$ cat src/rtl/burst_ram_pkg.sv
// Shared definitions for the burst RAM initiator: command codes,
// one-hot FSM state encodings and a width helper.
package burst_ram_pkg;

  localparam logic CMD_READ  = 1'b0;
  localparam logic CMD_WRITE = 1'b1;

  localparam int ST_W = 6;

  localparam int I_WAIT_CALIB   = 0;
  localparam int I_IDLE         = 1;
  localparam int I_ISSUE        = 2;
  localparam int I_WRITE_BEATS  = 3;
  localparam int I_WAIT_DONE    = 4;
  localparam int I_READ_COLLECT = 5;

  localparam logic [ST_W-1:0] S_WAIT_CALIB   = 6'b000001;
  localparam logic [ST_W-1:0] S_IDLE         = 6'b000010;
  localparam logic [ST_W-1:0] S_ISSUE        = 6'b000100;
  localparam logic [ST_W-1:0] S_WRITE_BEATS  = 6'b001000;
  localparam logic [ST_W-1:0] S_WAIT_DONE    = 6'b010000;
  localparam logic [ST_W-1:0] S_READ_COLLECT = 6'b100000;

  function automatic int line_addr_bw(
    input int depth_bw,
    input int burst
  );
    return depth_bw - $clog2(burst);
  endfunction

endpackage

$ cat src/rtl/burst_ram_master_if.sv
// Client request/response and burst RAM command signals.
// master: the initiator; slave: client plus RAM side.
interface burst_ram_master_if
  import burst_ram_pkg::*;
#(
  parameter int DEPTH_BITWIDTH = 4,
  parameter int DATA_BITWIDTH  = 64,
  parameter int BURST_COUNT    = 4
);
  localparam int LAW = line_addr_bw(DEPTH_BITWIDTH, BURST_COUNT);
  localparam int LW  = BURST_COUNT * DATA_BITWIDTH;
  localparam int MW  = DATA_BITWIDTH / 8;

  logic                      req_valid;
  logic                      req_ready;
  logic                      req_write;
  logic [LAW-1:0]            req_line_addr;
  logic [LW-1:0]             req_wr_line;
  logic                      resp_valid;
  logic [LW-1:0]             resp_rd_line;
  logic                      ready_calib;
  logic                      protocol_err;
  logic                      br_cmd;
  logic                      br_cmd_en;
  logic [DEPTH_BITWIDTH-1:0] br_addr;
  logic [DATA_BITWIDTH-1:0]  br_wr_data;
  logic [MW-1:0]             br_data_mask;
  logic [DATA_BITWIDTH-1:0]  br_rd_data;
  logic                      br_rd_data_valid;
  logic                      br_init_calib;
  logic                      br_busy;

  modport master (
    input  req_valid, req_write,
    input  req_line_addr, req_wr_line,
    output req_ready, resp_valid,
    output resp_rd_line,
    output ready_calib, protocol_err,
    output br_cmd, br_cmd_en, br_addr,
    output br_wr_data, br_data_mask,
    input  br_rd_data, br_rd_data_valid,
    input  br_init_calib, br_busy
  );

  modport slave (
    output req_valid, req_write,
    output req_line_addr, req_wr_line,
    input  req_ready, resp_valid,
    input  resp_rd_line,
    input  ready_calib, protocol_err,
    input  br_cmd, br_cmd_en, br_addr,
    input  br_wr_data, br_data_mask,
    output br_rd_data, br_rd_data_valid,
    output br_init_calib, br_busy
  );

endinterface

$ cat src/rtl/burst_line_shifter.sv
// Line<->beat serialiser/deserialiser with wrapping beat counter.
// load: latch line+count; step: advance; capture: store beat_in.
module burst_line_shifter #(
  parameter int DATA_BITWIDTH = 64,
  parameter int BURST_COUNT   = 4
) (
  input  logic clk,
  input  logic rst,
  input  logic load,
  input  logic [BURST_COUNT*DATA_BITWIDTH-1:0] load_line,
  input  logic [$clog2(BURST_COUNT)-1:0]       load_cnt,
  input  logic step,
  input  logic capture,
  input  logic [DATA_BITWIDTH-1:0]             beat_in,
  output logic [$clog2(BURST_COUNT)-1:0]       cnt,
  output logic [DATA_BITWIDTH-1:0]             beat,
  output logic [BURST_COUNT*DATA_BITWIDTH-1:0] line_next
);
  localparam int CW = $clog2(BURST_COUNT);
  localparam int LW = BURST_COUNT * DATA_BITWIDTH;

  logic [LW-1:0] line_q;
  logic [CW-1:0] cnt_q;

  assign cnt  = cnt_q;
  assign beat = line_q[int'(cnt_q)*DATA_BITWIDTH +: DATA_BITWIDTH];

  // Line as it will look once the incoming beat lands in its slot,
  // so the final beat can complete the response without a bubble.
  always_comb begin
    line_next = line_q;
    line_next[int'(cnt_q)*DATA_BITWIDTH +: DATA_BITWIDTH] = beat_in;
  end

  always_ff @(posedge clk) begin
    if (rst) begin
      line_q <= '0;
      cnt_q  <= '0;
    end else if (load) begin
      line_q <= load_line;
      cnt_q  <= load_cnt;
    end else if (capture) begin
      line_q <= line_next;
      cnt_q  <= cnt_q + 1'b1;
    end else if (step) begin
      cnt_q  <= cnt_q + 1'b1;
    end
  end

endmodule

$ cat src/rtl/burst_ram_master.sv
// Burst RAM initiator: one-cycle line requests to burst commands.
// Ports: clk, rst (sync, active-high), bus (burst_ram_master_if.master).
module burst_ram_master
  import burst_ram_pkg::*;
#(
  parameter int DEPTH_BITWIDTH = 4,
  parameter int DATA_BITWIDTH  = 64,
  parameter int BURST_COUNT    = 4
) (
  input logic clk,
  input logic rst,
  burst_ram_master_if.master bus
);
  localparam int CW = $clog2(BURST_COUNT);
  localparam int LW = BURST_COUNT * DATA_BITWIDTH;

  logic [ST_W-1:0]           state;
  logic                      cmd_en_q;
  logic                      cmd_q;
  logic [DEPTH_BITWIDTH-1:0] addr_q;
  logic [DATA_BITWIDTH-1:0]  wr_data_q;
  logic                      resp_valid_q;
  logic [LW-1:0]             resp_line_q;
  logic                      calib_q;
  logic                      perr_q;

  logic                      accept;
  logic                      step;
  logic                      capture;
  logic                      last_beat;
  logic [CW-1:0]             cnt;
  logic [DATA_BITWIDTH-1:0]  beat;
  logic [LW-1:0]             line_next;

  assign bus.req_ready    = state[I_IDLE] && !bus.br_busy;
  assign bus.resp_valid   = resp_valid_q;
  assign bus.resp_rd_line = resp_line_q;
  assign bus.ready_calib  = calib_q;
  assign bus.protocol_err = perr_q;
  assign bus.br_cmd       = cmd_q;
  assign bus.br_cmd_en    = cmd_en_q;
  assign bus.br_addr      = addr_q;
  assign bus.br_wr_data   = wr_data_q;
  assign bus.br_data_mask = '0;

  assign accept = state[I_IDLE]
                && bus.req_valid
                && !bus.br_busy;

  // Beat 0 leaves with the command, so the counter
  // already points at beat 1 in ISSUE for a write.
  assign step = (state[I_ISSUE] && cmd_q == CMD_WRITE)
              || (state[I_WRITE_BEATS] && cnt != '0);

  assign capture = state[I_READ_COLLECT]
                 && bus.br_rd_data_valid;

  assign last_beat = cnt == CW'(BURST_COUNT - 1);

  burst_line_shifter #(
    .DATA_BITWIDTH (DATA_BITWIDTH),
    .BURST_COUNT   (BURST_COUNT)
  ) u_shifter (
    .clk       (clk),
    .rst       (rst),
    .load      (accept),
    .load_line (bus.req_wr_line),
    .load_cnt  (CW'(bus.req_write)),
    .step      (step),
    .capture   (capture),
    .beat_in   (bus.br_rd_data),
    .cnt       (cnt),
    .beat      (beat),
    .line_next (line_next)
  );

  always_ff @(posedge clk) begin
    if (rst) begin
      state        <= S_WAIT_CALIB;
      cmd_en_q     <= 1'b0;
      cmd_q        <= CMD_READ;
      addr_q       <= '0;
      wr_data_q    <= '0;
      resp_valid_q <= 1'b0;
      resp_line_q  <= '0;
      calib_q      <= 1'b0;
      perr_q       <= 1'b0;
    end else begin
      calib_q      <= bus.br_init_calib;
      cmd_en_q     <= 1'b0;
      resp_valid_q <= 1'b0;
      if (bus.br_rd_data_valid
          && !state[I_READ_COLLECT])
        perr_q <= 1'b1;
      unique case (1'b1)
        state[I_WAIT_CALIB]: begin
          if (bus.br_init_calib)
            state <= S_IDLE;
        end
        state[I_IDLE]: begin
          if (accept) begin
            cmd_en_q <= 1'b1;
            cmd_q    <= bus.req_write;
            addr_q   <= {bus.req_line_addr,
                         {CW{1'b0}}};
            wr_data_q <= bus.req_write
              ? bus.req_wr_line[DATA_BITWIDTH-1:0]
              : '0;
            state <= S_ISSUE;
          end
        end
        state[I_ISSUE]: begin
          if (cmd_q == CMD_WRITE) begin
            wr_data_q <= beat;
            state     <= S_WRITE_BEATS;
          end else begin
            state <= S_READ_COLLECT;
          end
        end
        state[I_WRITE_BEATS]: begin
          if (cnt == '0) begin
            wr_data_q <= '0;
            state     <= S_WAIT_DONE;
          end else begin
            wr_data_q <= beat;
          end
        end
        state[I_WAIT_DONE]: begin
          if (!bus.br_busy) begin
            resp_valid_q <= 1'b1;
            state        <= S_IDLE;
          end
        end
        state[I_READ_COLLECT]: begin
          if (capture && last_beat) begin
            resp_valid_q <= 1'b1;
            resp_line_q  <= line_next;
            state        <= S_IDLE;
          end
        end
        default: state <= S_WAIT_CALIB;
      endcase
    end
  end

endmodule
$ cat src/flat_wrapper.sv
// flat-port wrapper written by rule: the top's interface ports become plain ports
module burst_ram_master_flat import burst_ram_pkg::*;
#(
  parameter int DEPTH_BITWIDTH = 4,
  parameter int DATA_BITWIDTH  = 64,
  parameter int BURST_COUNT    = 4
)
  (clk, rst, bus_req_valid, bus_req_write, bus_req_line_addr, bus_req_wr_line, bus_req_ready, bus_resp_valid, bus_resp_rd_line, bus_ready_calib, bus_protocol_err, bus_br_cmd, bus_br_cmd_en, bus_br_addr, bus_br_wr_data, bus_br_data_mask, bus_br_rd_data, bus_br_rd_data_valid, bus_br_init_calib, bus_br_busy);
  burst_ram_master_if #(.DEPTH_BITWIDTH(DEPTH_BITWIDTH), .DATA_BITWIDTH(DATA_BITWIDTH), .BURST_COUNT(BURST_COUNT)) bus_i ();
  input logic clk;
  input logic rst;
  input wire logic [$bits(bus_i.req_valid)-1:0] bus_req_valid;
  input wire logic [$bits(bus_i.req_write)-1:0] bus_req_write;
  input wire logic [$bits(bus_i.req_line_addr)-1:0] bus_req_line_addr;
  input wire logic [$bits(bus_i.req_wr_line)-1:0] bus_req_wr_line;
  output wire logic [$bits(bus_i.req_ready)-1:0] bus_req_ready;
  output wire logic [$bits(bus_i.resp_valid)-1:0] bus_resp_valid;
  output wire logic [$bits(bus_i.resp_rd_line)-1:0] bus_resp_rd_line;
  output wire logic [$bits(bus_i.ready_calib)-1:0] bus_ready_calib;
  output wire logic [$bits(bus_i.protocol_err)-1:0] bus_protocol_err;
  output wire logic [$bits(bus_i.br_cmd)-1:0] bus_br_cmd;
  output wire logic [$bits(bus_i.br_cmd_en)-1:0] bus_br_cmd_en;
  output wire logic [$bits(bus_i.br_addr)-1:0] bus_br_addr;
  output wire logic [$bits(bus_i.br_wr_data)-1:0] bus_br_wr_data;
  output wire logic [$bits(bus_i.br_data_mask)-1:0] bus_br_data_mask;
  input wire logic [$bits(bus_i.br_rd_data)-1:0] bus_br_rd_data;
  input wire logic [$bits(bus_i.br_rd_data_valid)-1:0] bus_br_rd_data_valid;
  input wire logic [$bits(bus_i.br_init_calib)-1:0] bus_br_init_calib;
  input wire logic [$bits(bus_i.br_busy)-1:0] bus_br_busy;
  assign bus_i.req_valid = bus_req_valid;
  assign bus_i.req_write = bus_req_write;
  assign bus_i.req_line_addr = bus_req_line_addr;
  assign bus_i.req_wr_line = bus_req_wr_line;
  assign bus_req_ready = bus_i.req_ready;
  assign bus_resp_valid = bus_i.resp_valid;
  assign bus_resp_rd_line = bus_i.resp_rd_line;
  assign bus_ready_calib = bus_i.ready_calib;
  assign bus_protocol_err = bus_i.protocol_err;
  assign bus_br_cmd = bus_i.br_cmd;
  assign bus_br_cmd_en = bus_i.br_cmd_en;
  assign bus_br_addr = bus_i.br_addr;
  assign bus_br_wr_data = bus_i.br_wr_data;
  assign bus_br_data_mask = bus_i.br_data_mask;
  assign bus_i.br_rd_data = bus_br_rd_data;
  assign bus_i.br_rd_data_valid = bus_br_rd_data_valid;
  assign bus_i.br_init_calib = bus_br_init_calib;
  assign bus_i.br_busy = bus_br_busy;
  burst_ram_master #(.DEPTH_BITWIDTH(DEPTH_BITWIDTH), .DATA_BITWIDTH(DATA_BITWIDTH), .BURST_COUNT(BURST_COUNT)) u_core (.clk(clk), .rst(rst), .bus(bus_i));
endmodule
$ cat config.mk
export PLATFORM = sky130hd
export DESIGN_NAME = burst_ram_master_flat
export DESIGN_NICKNAME = d
export VERILOG_FILES = /design/src/rtl/burst_ram_pkg.sv /design/src/rtl/burst_ram_master_if.sv /design/src/rtl/burst_line_shifter.sv /design/src/rtl/burst_ram_master.sv /design/src/flat_wrapper.sv
export SDC_FILE = /design/constraint.sdc
export NUM_CORES = 1
export LEC_CHECK = 0
export BUFFER_PORTS_ARGS = -buffer_cell sky130_fd_sc_hd__buf_4
export CAP_MARGIN = 20
export CORE_MARGIN = 5
export CORE_UTILIZATION = 41
export CTS_BUF_LIST = sky130_fd_sc_hd__clkbuf_8
export DETAILED_ROUTE_END_ITERATION = 6
export SLEW_MARGIN = 5
export SYNTH_ARGS = -nofsm -noshare
export SYNTH_HDL_FRONTEND = slang
export SYNTH_SLANG_ARGS = --single-unit
$ cat constraint.sdc
create_clock -name clk -period 7.25 [get_ports clk]
set_clock_uncertainty 0.2 [all_clocks]
set_input_delay 0.3625 -clock clk [delete_from_list [all_inputs] [get_ports clk]]
set_output_delay 0.3625 -clock clk [all_outputs]
set_load 0.02 [all_outputs]
==> results of run 1 <==
timing repair:
item	4_1_cts	5_1_grt
buffers inserted	0	0
endpoints found under the hold margin	586	0
hold buffers	410	0
state kept, by name, summed over array words and instances, names as in the netlist:
name,cells
u_core.bus.br_wr_data,64
u_core.bus.ready_calib,1
u_core.u_shifter.cnt,2
u_core.bus.br_cmd,1
u_core.bus.resp_rd_line,256
u_core.bus.br_addr,2
u_core.u_shifter.line_q,256
u_core.state,6
u_core.bus.protocol_err,1
u_core.bus.resp_valid,1
u_core.bus.br_cmd_en,1
worst register-to-register path: stages, from the launching register on:
cell,delay [ns]
dfxtp_1,0.38
and3b_4,0.22
buf_12,0.31
nor2_4,0.50
buf_12,0.26
buf_4,0.68
buf_4,0.85
a22oi_1,0.19
o22ai_1,0.23
dlygate4sd3_1,0.59
layer usage:
layer	part of all wire (%)	track usage, %	vias up
met2	47	53.2	1710
met4	4.7	15.3	0
met5	0	0	-
met1	39	40.0	13900
li1	-	-	12600
met3	9.4	8.16	311
cell families after synthesis:
logic type	count (synthesis)	synth area share, %
buffers and inverters	347	6.22
DFF	591	45.3
other	1	0.0144
and+or+nand+nor	696	12.2
xor gates and xnor gates	1	0.0336
AOI/OAI and AO/OA	1176	30.4
adders and majority gates	5	0.240
muxes	65	5.56
power by group through the flow:
stage / clock network (mW) / registers, mW / logic, mW
floorplan: 0 / 3.47 / 0.348
global placement: 0 / 3.45 / 0.750
detailed placement: 0 / 3.45 / 0.759
CTS: 3.11 / 3.38 / 0.931
global route: 3.26 / 3.39 / 0.997
finish: 3.07 / 3.39 / 0.945
cells in the final DEF (no fill, tap or decap), types with 3 or more instances in the layout:
cell type / synthesis / final
buf_4: 12 / 687
dfxtp_1: 591 / 589
dlygate4sd3_1: 0 / 410
a22oi_1: 299 / 299
nor2_1: 265 / 265
a21oi_1: 207 / 207
a211oi_1: 192 / 192
o22ai_1: 176 / 176
nand2_1: 153 / 152
clkbuf_8: 0 / 135
nor2b_1: 130 / 130
a21o_1: 75 / 74
a31oi_1: 72 / 72
o21ai_0: 72 / 72
nor3_1: 67 / 67
nand3_1: 65 / 65
a221oi_1: 65 / 65
mux4_2: 64 / 64
inv_1: 8 / 39
conb_1: 1 / 10
clkinv_2: 0 / 9
a221o_1: 7 / 7
o211ai_1: 7 / 7
diode_2: 0 / 6
buf_12: 0 / 5
ha_1: 5 / 3
clkinvlp_4: 0 / 3
final cells by class:
type / count / area (um2) / area share [%]
diodes: 6 / 15.0 / 0.0404
well taps: 846 / 1060 / 2.85
clock buffers: 135 / 1860 / 5.00
inverters: 9 / 35.0 / 0.0943
multi-input cells: 1953 / 12800 / 34.4
clock inverters: 44 / 194 / 0.522
flip-flops and latches: 591 / 11800 / 31.9
repair buffers: 1103 / 9380 / 25.2
worst max-delay path by stage:
stage / slack (ns) / startpoint / cells after the start / to
after floorplan: 4.50 / u_core.u_shifter.cnt[1] / 12 / u_core.bus.resp_rd_line[209]
after global placement: 2.84 / bus_br_busy / 8 / u_core.u_shifter.line_q[254]
after detailed placement: 2.77 / bus_br_busy / 8 / u_core.u_shifter.line_q[65]
after CTS: 2.43 / u_core.state[1] / 8 / u_core.u_shifter.line_q[191]
after global routing: 2.61 / u_core.u_shifter.cnt[0] / 7 / u_core.bus.resp_rd_line[246]
final: 2.80 / u_core.state[1] / 9 / u_core.u_shifter.line_q[191]
==> reports/results.tsv, run 1 <==
metric	value	unit
Worst EP arrival	4.88	ns
Yosys top cell by area	dfxtp_1	
Synth cell types	44	
FF-to-FF End	u_core.u_shifter.line_q[191]	
#FFs+latches synth	591	
Req. time, crit path	7.68	ns
Sw Pwr	1.99	mW
layout cells sized above 1	24.1	%
detailed-route via count	28500	
maximum vdd drop	0.000128	V
CTS tree	built	
CTS Buf Count	102	
WL per Instance	25.4	um
number of top-level pins	667	
CP peak stage delay	0.83	ns
dpl ws	2.77	ns
Initial DRT Pass Iterations	6	
Final Worst Setup Slack	2.80	ns
Synth top area share	45.3	%
Hold Path Sink	u_core.bus.resp_rd_line[249]	
vias per cell	6.09	
Hold Slack	0.255	ns
post-route clock period utilization	61.4	%
CTS H-tree depth	3	
Port Buf Inserts	656	
Post-Syn Area per Cell	9.05	um2
Rel. slew slack	23.8	%
# clock sinks	591	
Crit. End Element	flop	
# resized after CTS	0	
Initial Util	41.4	%
worst skew pair latency	0.70	ns
max cap viols	0	
cell area power density	199	mW/mm2
startpoint types	flop	
1st-iter DRT viols	3101	
Flop pwr share	45.7	%
Global Route Usage Sum	32.4	%
LEAKAGE	13.9	nW
Logic pwr share	12.8	%
status	completed	
Die Y	262	um
clock share of power	41.5	%
# nets final	4094	
f_max	224	MHz
Row Count	92	
Finished Core Util	58.9	%
FILL cells	5533	
RSZ-0062 raised after global routing	false	
DPL Wire Length	72000	um
critical path's top delay family	buffers and inverters	
Cells after Synth	2882	
Tot Pwr	7.41	mW
synth cell count leaders	dfxtp_1, a22oi_1, nor2_1	
Finish-stage setup viols	0	
root buffer cell	clkbuf_8	
slowest CP cell	buf_4	
r2r startpoint	u_core.state[1]	
die area	0.0688	mm2
antenna-violating nets left	0	
Chip Width	262	um
Max Buffers Root-to-Sink	3	
clock-pin slew on the worst setup and hold paths	0.06	ns
Min-Delay Path Class	reg2reg	
cell area after synthesis	0.0261	mm2
Final Wtd Congestion	0.850	
Area growth syn-to-layout	42.4	%
max-slew violations	0	
overflow left after global routing	0	
EDFF count, synth	0	
synth top area cells	dfxtp_1, a22oi_1, a211oi_1, mux4_2, o22ai_1	
DRC viols	0	
placed cell areas	0.0310	mm2
R2R setup slack	2.80	ns
Cell Int Power	5.42	mW
hold_sp	u_core.bus.resp_rd_line[249]	
Buf+Inv Stages, Crit Path	5	
first-pass GRT wire length	178000	um
most common cell in the netlist	dfxtp_1	
yosys warns	0	
Net Sw Frac	26.8	%
Critical Path, Cell by Cell	and3b_4 -> buf_12 -> nor2_4 -> buf_12 -> buf_4 -> buf_4 -> a22oi_1 -> o22ai_1 -> dlygate4sd3_1	
Placed Cells	4091	
minimum clock period after layout	4.45	ns
non-filler instance count after layout	4687	
Worst Max-Slew Pin Slew	1.14	ns
vias in the first global route	28700	
Design Area, Final	0.0371	mm2
hold path depth	2	
Post-synth ARST share	0	%
critical path type	reg2reg	
Reg2Reg Depth	9	
crit path max fanout	186	
final hold vios	0	
setup_tns	0	ns
sequential area share after synthesis	45.3	%
largest net degree at the start of global routing	214	
antenna violations before repair	5	
CORE AREA	0.0631	mm2
top_reg_cell synth	dfxtp_1	
DRT Wirelength	119000	um
No activity file was read; power rests on OpenSTA's default activity.
==> run 2, diff against run 1 <==
PLACE_DENSITY = 0.67   (was unset)
clock period = 4 ns   (was 7.25 ns; I/O delays follow)
==> reports/results.tsv, run 2 (synthesis gave the netlist of run 1 again) <==
metric	value	unit	change
status	completed		
# hold bufs at CTS	418		+2.0%
FILL cells	5338		-3.5%
Rel. slew slack	26.7	%	+2.9 points
Die Y	262	um	unchanged
detailed-route via count	28500		-0.070%
R2R setup slack	0.72	ns	-2.07 ns
WL per Instance	24.4	um	-4.1%
startpoint types	flop		
layout cells sized above 1	24.3	%	+0.11 points
Critical Path Start	u_core.u_shifter.cnt[0]		
antenna violations before repair	10		+5
Finish-stage setup viols	0		unchanged
r2r startpoint	u_core.u_shifter.cnt[0]		
maximum vdd drop	0.000283	V	+120%
Worst setup endpoint	u_core.u_shifter.line_q[235]		
final hold vios	0		unchanged
most frequent cells in the layout	buf_4, dfxtp_1, dlygate4sd3_1		
critical path's top delay family	buffers and inverters		
CORE AREA	0.0631	mm2	unchanged
critical path type	reg2reg		
overflow left after global routing	0		unchanged
# clock sinks	591		unchanged
vias in the first global route	28100		-2.0%
# nets final	4114		+0.49%
Critical Path, Cell by Cell	buf_4 -> nor4bb_4 -> and2_4 -> buf_12 -> a22oi_1 -> o22ai_1 -> dlygate4sd3_1		
CTS H-tree depth	3		unchanged
DRT Wirelength	115000	um	-3.5%
LEAKAGE	14.1	nW	+1.5%
1st-iter DRT viols	3470		+12%
number of top-level pins	667		unchanged
Initial Util	41.4	%	unchanged
hold path depth	4		+2
f_max	305	MHz	+36%
# resized after CTS	0		unchanged
cell area power density	356	mW/mm2	+78%
Global Route Usage Sum	31.2	%	-1.2 points
largest net degree at the start of global routing	184		-14%
Worst Max-Slew Pin Slew	1.10	ns	-0.0432 ns
Buf+Inv Stages, Crit Path	3		-2
Port Buf Inserts	656		unchanged
CTS Buf Count	99		-2.9%
Worst EP arrival	3.72	ns	-1.16 ns
Area growth syn-to-layout	43.8	%	
WP depth	7		-2
Final Wtd Congestion	0.837		-1.6%
post-route clock period utilization	82.0	%	+21 points
Req. time, crit path	4.44	ns	-3.24 ns
Hold Slack	0.150	ns	-0.105 ns
antenna-violating nets left	0		unchanged
first-pass GRT wire length	173000	um	-2.8%
max cap viols	0		unchanged
Initial DRT Pass Iterations	7		+1
die area	0.0688	mm2	unchanged
CP peak stage delay	0.72	ns	-0.11 ns
DPL Wire Length	68900	um	-4.3%
Max Buffers Root-to-Sink	3		unchanged
Reg2Reg Depth	7		-2
Crit. End Element	flop		
Tot Pwr	13.3	mW	+80%
worst skew pair latency	0.71	ns	about the same
FF-to-FF End	u_core.u_shifter.line_q[235]		
CTS tree	built		
setup_tns	0	ns	unchanged
crit path max fanout	74		-60%
Row Count	92		unchanged
clock-pin slew on the worst setup and hold paths	0.06	ns	about the same
vias per cell	6.05		-0.66%
minimum clock period after layout	3.28	ns	-1.18 ns
max-slew violations	0		unchanged
Chip Width	262	um	unchanged
DRC viols	0		unchanged
root buffer cell	clkbuf_8		
slowest CP cell	buf_4		
postcts setup bufs	0		unchanged
commonest non-fill, non-tap cell in the layout	buf_4		
RSZ-0062 raised after global routing	false		
Min-Delay Path Class	in2reg		
[run 2: changes by cell type in the layout (fill, tap and decap cells not counted)]
cell           change
buf_12            +15
dlygate4sd3_1      +8
inv_1              +6
clkbuf_8           -4
diode_2            +4
clkinv_2           -2
clkinvlp_4         -2
inv_8              +2
inv_12             +1
[run 2: tightest hold or removal path: cells and delay by family]
kind            cells  cell delay, ns
buf+inv             2            0.68
simple gates        1            0.06
compound gates      1            0.05
[run 2: where the power goes]
part           leakage, nW  internal (mW)  switching, mW  total, mW
Sequential            4.78           6.02          0.104       6.13
Combinational         8.11          0.818          0.904       1.72
Clock                 1.19           2.93           2.57       5.50
[run 2: layout make-up]
type,instances,area [um2],share of cell area [%]
multi-input cells,1953,12800,34.0
clock inverters,49,230,0.614
inverters,9,35.0,0.0934
clock buffers,131,1800,4.81
repair buffers,1126,9760,26.0
well taps,846,1060,2.82
flip-flops and latches,591,11800,31.6
diodes,10,25.0,0.0667
[run 2: layer usage]
metal	GRT usage, %	share of wire, %	vias up
met3	7.51	10	336
met2	50.4	47	1808
li1	-	-	12700
met1	40.1	39	13700
met4	13.5	4.2	2
met5	0	0.011	-
[run 2: worst min path at each step]
| stage | from | to | slack (ns) |
|---|---|---|---|
| 6_report | bus_br_rd_data[13] | u_core.bus.resp_rd_line[205] | 0.15 |
| 5_1_grt | bus_req_wr_line[146] | u_core.u_shifter.line_q[146] | 0.11 |
| 4_1_cts | bus_req_line_addr[1] | u_core.bus.br_addr[3] | 0.07 |
| 3_5_place_dp | u_core.bus.resp_rd_line[198] | u_core.bus.resp_rd_line[198] | 0.25 |
| 3_3_place_gp | u_core.bus.br_addr[2] | u_core.bus.br_addr[2] | 0.24 |
| 2_1_floorplan | bus_br_init_calib | u_core.bus.ready_calib | 0.13 |
[run 2: per-stage QoR]
step	setup WS, ns	util (%)	std cells	cell area [um2]
floorplan	1.25	-	2891	26100
global placement	1.23	49.6	4106	31300
detailed placement	1.15	49.6	4106	31300
CTS	0.752	59.4	4704	37500
global route	0.540	59.5	4713	37500
finish	0.721	59.5	4715	37500
